===== src/rtl/dft_bin_mag.sv =====
// Single-bin 32-point DFT magnitude estimator.
// Streams 32-sample chunks, emits |Re|+|Im| scaled and saturated per chunk.
module dft_bin_mag #(
    parameter int DATA_W = 12,
    parameter int OUT_W  = 15,
    parameter int BIN    = 2,
    parameter int TW_W   = 12,
    parameter int SHIFT  = 12
) (
    input  logic              clk,
    input  logic              rst,
    input  logic [DATA_W-1:0] data_in,
    input  logic              valid_in,
    output logic              ready,
    output logic [OUT_W-1:0]  data_out,
    output logic              valid_out
);

    localparam int PROD_W = DATA_W + TW_W;
    localparam int ACC_W  = PROD_W + 6;
    localparam int SUM_W  = ACC_W + 2;
    localparam logic [4:0] BIN5 = 5'(BIN);

    typedef enum logic [1:0] {
        COLLECT,
        DRAIN,
        OUTPUT
    } state_t;

    state_t state, state_next;

    logic [4:0] idx;
    logic [1:0] dcnt;
    logic       accept;

    logic                     s1_v;
    logic                     s1_first;
    logic signed [DATA_W-1:0] s1_x;
    logic [4:0]               s1_n;

    logic                     s2_v;
    logic                     s2_first;
    logic signed [PROD_W-1:0] s2_re;
    logic signed [PROD_W-1:0] s2_im;

    logic signed [ACC_W-1:0]  acc_re;
    logic signed [ACC_W-1:0]  acc_im;
    logic [OUT_W-1:0]         mag_q;

    // Quarter-wave folded cosine table: round(1024*cos(2*pi*m/32)).
    function automatic logic signed [TW_W-1:0] cos_lut(input logic [4:0] m);
        logic [4:0]             f;
        logic                   neg;
        logic signed [TW_W-1:0] v;
        if (m <= 5'd8) begin
            f   = m;
            neg = 1'b0;
        end else if (m <= 5'd16) begin
            f   = 5'd16 - m;
            neg = 1'b1;
        end else if (m <= 5'd24) begin
            f   = m - 5'd16;
            neg = 1'b1;
        end else begin
            f   = 5'd0 - m;
            neg = 1'b0;
        end
        case (f)
            5'd0:    v = TW_W'(1024);
            5'd1:    v = TW_W'(1004);
            5'd2:    v = TW_W'(946);
            5'd3:    v = TW_W'(851);
            5'd4:    v = TW_W'(724);
            5'd5:    v = TW_W'(569);
            5'd6:    v = TW_W'(392);
            5'd7:    v = TW_W'(200);
            default: v = '0;
        endcase
        return neg ? -v : v;
    endfunction

    logic [4:0]               c_idx;
    logic [4:0]               s_idx;
    logic signed [PROD_W-1:0] x_ext;
    logic signed [PROD_W-1:0] c_ext;
    logic signed [PROD_W-1:0] s_ext;

    // sin(a) = cos(a - pi/2); a quarter turn is 8 table steps.
    always_comb begin
        c_idx = BIN5 * s1_n;
        s_idx = c_idx - 5'd8;
        x_ext = PROD_W'(s1_x);
        c_ext = PROD_W'(cos_lut(c_idx));
        s_ext = PROD_W'(cos_lut(s_idx));
    end

    logic signed [ACC_W:0] re_w;
    logic signed [ACC_W:0] im_w;
    logic [ACC_W:0]        abs_re;
    logic [ACC_W:0]        abs_im;
    logic [SUM_W-1:0]      sum;
    logic [SUM_W-1:0]      shifted;
    logic [OUT_W-1:0]      mag_sat;

    always_comb begin
        re_w    = {acc_re[ACC_W-1], acc_re};
        im_w    = {acc_im[ACC_W-1], acc_im};
        abs_re  = re_w[ACC_W] ? $unsigned(-re_w) : $unsigned(re_w);
        abs_im  = im_w[ACC_W] ? $unsigned(-im_w) : $unsigned(im_w);
        sum     = {1'b0, abs_re} + {1'b0, abs_im};
        shifted = sum >> SHIFT;
        if (|shifted[SUM_W-1:OUT_W]) begin
            mag_sat = '1;
        end else begin
            mag_sat = shifted[OUT_W-1:0];
        end
    end

    assign accept = valid_in && ready;

    always_comb begin
        state_next = state;
        case (state)
            COLLECT: begin
                if (accept && idx == 5'd31) begin
                    state_next = DRAIN;
                end
            end
            DRAIN: begin
                if (dcnt == 2'd3) begin
                    state_next = OUTPUT;
                end
            end
            OUTPUT:  state_next = COLLECT;
            default: state_next = COLLECT;
        endcase
    end

    always_ff @(posedge clk) begin
        if (!rst) begin
            state     <= COLLECT;
            ready     <= 1'b0;
            idx       <= '0;
            dcnt      <= '0;
            s1_v      <= 1'b0;
            s1_first  <= 1'b0;
            s1_x      <= '0;
            s1_n      <= '0;
            s2_v      <= 1'b0;
            s2_first  <= 1'b0;
            s2_re     <= '0;
            s2_im     <= '0;
            acc_re    <= '0;
            acc_im    <= '0;
            mag_q     <= '0;
            data_out  <= '0;
            valid_out <= 1'b0;
        end else begin
            state <= state_next;
            ready <= (state_next == COLLECT);
            dcnt  <= (state == DRAIN) ? dcnt + 2'd1 : 2'd0;
            if (accept) begin
                idx <= idx + 5'd1;
            end

            s1_v     <= accept;
            s1_first <= (idx == 5'd0);
            s1_n     <= idx;
            if (accept) begin
                s1_x <= $signed(data_in);
            end

            s2_v     <= s1_v;
            s2_first <= s1_first;
            if (s1_v) begin
                s2_re <= x_ext * c_ext;
                s2_im <= x_ext * s_ext;
            end

            // The first product of a chunk overwrites the running sums.
            if (s2_v) begin
                if (s2_first) begin
                    acc_re <= ACC_W'(s2_re);
                    acc_im <= -ACC_W'(s2_im);
                end else begin
                    acc_re <= acc_re + ACC_W'(s2_re);
                    acc_im <= acc_im - ACC_W'(s2_im);
                end
            end

            mag_q     <= mag_sat;
            valid_out <= (state_next == OUTPUT);
            if (state_next == OUTPUT) begin
                data_out <= mag_q;
            end
        end
    end

endmodule


===== config.mk =====
export PLATFORM = sky130hd
export DESIGN_NAME = dft_bin_mag
export DESIGN_NICKNAME = d
export VERILOG_FILES = /design/src/rtl/dft_bin_mag.sv
export SDC_FILE = /design/constraint.sdc
export NUM_CORES = 1
export LEC_CHECK = 0
export ABC_AREA = 0
export CORE_UTILIZATION = 41
export DETAILED_ROUTE_END_ITERATION = 8
export PLACE_DENSITY = 0.6
export SLEW_MARGIN = 20
export SYNTH_ARGS = -nofsm -noshare
export SYNTH_HDL_FRONTEND = slang
export SYNTH_SLANG_ARGS = --single-unit
export TNS_END_PERCENT = 50

===== constraint.sdc =====
create_clock -name clk -period 11.18 [get_ports clk]
set_input_delay 2.236 -clock clk [delete_from_list [all_inputs] [get_ports clk]]
set_output_delay 2.236 -clock clk [all_outputs]
set_load 0.05 [all_outputs]

==> impl_metrics.toml <==
[place]
dpl.hpwl_um = 44100
gp_congestion = 0.879
placed_cells = 3354
port_buffers = 31

[final_layout]
drive_gt1_frac = 0.0357
antennaDiodeCount = 0
finalNonFillerCells = 3386
syn_to_final_growth_pct = 7.00
final_nets = 3172

[clock_tree]
cts_buffers = 17
clock_path_buffers = 2
cts_tree = "built"
clkTransAtPathRegs_ns = 0.07
cts_resized = 0
postCtsHoldBufs = 0
post_cts_buffers = 0
cts_root_buf = "clkbuf_16"
htreeDepth = 4
worstSkewPairLatency_ns = 0.46
cts_sinks = 165

[synthesis]
synthCells = 2711
ys_seq_area_frac = 0.147
synth_cell_types = 78
ys_seq_elements = 165
syn_area_per_cell_um2 = 8.28
yosys_warnings = 0
async_reset_ff_frac = 0
syn_area_um2 = 22400
synthFlopType = "dfxtp_1"
synth_area_leaders = "fa_1 (22%), dfxtp_1 (15%), ha_1 (13%)"
yosysTopAreaCell = "fa_1"
synth_top_area_frac = 0.224
synth_edf_count = 0

[sta]
hold_viol = 0
skew_ns = 0.0144
period_minus_slack_ns = 9.40
post-route-period-util = 0.841
tightest_slew_ns = 1.11
relSlewSlack = 0.256
fmax_ghz = 0.106
rsz0062_at_grt = "no"
report.final.slew_viol_count = 0
setup_viol = 0
finalSetupTns_ns = 0

[global_route]
grt_pass1_wl_um = 93500
grt_pass1_vias = 18800
grt_max_degree = 69
antenna_found_initial = 0
overflow = 0
grt_usage = 0.207

[setup_path]
cpMostUsedCell = "inv_1"
slowest_delay_ns = 0.64
critical_path_arrival_ns = 9.75
critPathLaunchType = "flop"
worst_path_max_delay_cell = "dfxtp_1"
end_kind = "flop"
critPathKind = "flop to flop"
critPathRequiredTime_ns = 11.53
path_max_fanout = 21

[route]
vias = 18200
post_drt_via_cell_ratio = 5.37
drt-wirelength-per-cell_um = 16.4
wirelength_um = 55400
drtIter0Drc = 1114
drc = 0
drtPass1Iterations = 5
antenna_left = 0

[floorplanning]
num_io_pins = 32
start_util = 0.416
rows = 85
die_y_um = 236
die_area_um2 = 55700
core-area_um2 = 53900
die_w_um = 236

[pwr]
finalPower_mw = 1.81
power.density_nw_per_um2 = 75.5
peakVddDrop_uv = 105
power.leakage_nw = 11.3

[status]
status = "finished clean"

[run]
drv_cap = 0

[hold_path]
min_path_type = "flop to flop"
[worst max-delay path: cells and delay by family (launching register included)]
kind	cells	cell delay [ns]
compound gates	10	2.80
xor+xnor	1	0.59
fa+ha+maj	8	3.36
buf+inv	5	0.46
flops	1	0.64
mux	1	0.31
simple gates	4	1.10
[state kept, by name, indices dropped and copies added (netlist names)]
register and cells:
idx 5, ready 1, data_out 15, dcnt 2, s1_first 1, acc_re 29, acc_im 29, s2_re 23
s2_v 1, state 2, s2_first 1, s1_n 4, s2_im 23, s1_x 12, mag_q 15, valid_out 1
s1_v 1
[per-stage QoR]
step | util | cell area [um^2] | hold slack [ns] | worst slack [ns]
6_report | 0.445 | 24000 | 0.437 | 1.78
5_1_grt | 0.445 | 24000 | 0.455 | 0.967
2_1_floorplan | - | 22500 | 0.405 | 3.05
3_3_place_gp | 0.434 | 23400 | 0.416 | 1.82
4_1_cts | 0.445 | 24000 | 0.438 | 1.50
3_5_place_dp | 0.434 | 23400 | 0.422 | 1.53
[logic make-up (layout without fill, tap and decap cells)]
| family | Yosys count | after routing | synth area share |
|---|---|---|---|
| adders and majority gates | 480 | 480 | 0.352 |
| and+or+nand+nor | 826 | 826 | 0.180 |
| xor gates and xnor gates | 170 | 170 | 0.0663 |
| other | 1 | 2 | 0.000167 |
| muxes | 35 | 35 | 0.0158 |
| buffers and inverters | 495 | 473 | 0.0828 |
| AOI/OAI and AO/OA | 539 | 539 | 0.156 |
| DFF | 165 | 165 | 0.147 |
[path summary, 6_finish.rpt]
path,from,to,slack [ns],cells after the start
min reg2reg,s1_first$_SDFF_PN0_,s2_first$_SDFF_PN0_,0.44,1
min,s1_first$_SDFF_PN0_,s2_first$_SDFF_PN0_,0.44,1
max reg2reg,s1_n[0]$_SDFF_PN0_,s2_re[23]$_SDFFE_PN0P_,1.78,29
max,s1_n[0]$_SDFF_PN0_,s2_re[23]$_SDFFE_PN0P_,1.78,29
[metal layers]
| layer | vias up | wire, um | global-route usage |
|---|---|---|---|
| li1 | 8927 | - | - |
| met1 | 8761 | 25100 | 0.263 |
| met2 | 388 | 26400 | 0.359 |
| met3 | 90 | 2510 | 0.0310 |
| met4 | 0 | 1370 | 0.0646 |
| met5 | - | 0 | 0 |
[report_power, final]
group	leakage, nW	switching (mW)	total [mW]	internal (mW)
sequential	1.34	0.0349	0.648	0.613
clock	0.290	0.299	0.599	0.300
combinational	9.62	0.337	0.566	0.228
[cells in the final DEF, fill, tap and decap left out, drive strengths merged, types with 45 or more instances in the layout]
master	count
fa	251
xnor2	132
and2	119
inv	389
a21oi	134
dfxtp	165
nand2	270
o21ai	134
ha	229
nand3	45
nor2	172
[synthesized netlist by cell type (all sizes together) (5+ instances only)]
cell,n
a21oi,134
fa,251
nand4,7
or4,12
o21ai,134
or3,22
a211oi,20
a21o,30
o21bai,16
xnor2,132
nand3,45
a311oi,13
ha,229
nor3,43
a21boi,6
o41ai,11
nand2,270
inv,379
o22ai,5
and3,29
and2,119
a31oi,26
o31ai,23
nor2,172
nand2b,24
o21a,41
buf,12
dfxtp,165
nor4,20
clkbuf,102
or2,8
nor2b,41
o31a,6
o211ai,18
nor3b,5
a22o,17
mux2i,32
xor2,38
[layout make-up]
cell class                 count  area (um^2)
multi-input combinational   2052        17300
timing repair buffer          60          523
clock buffer                  17          425
clock inverter                15          163
sequential                   165         3310
inverter                     381         1430
tap                          696          871
fill                        5295        29900
(Power assumes the default switching activity.)
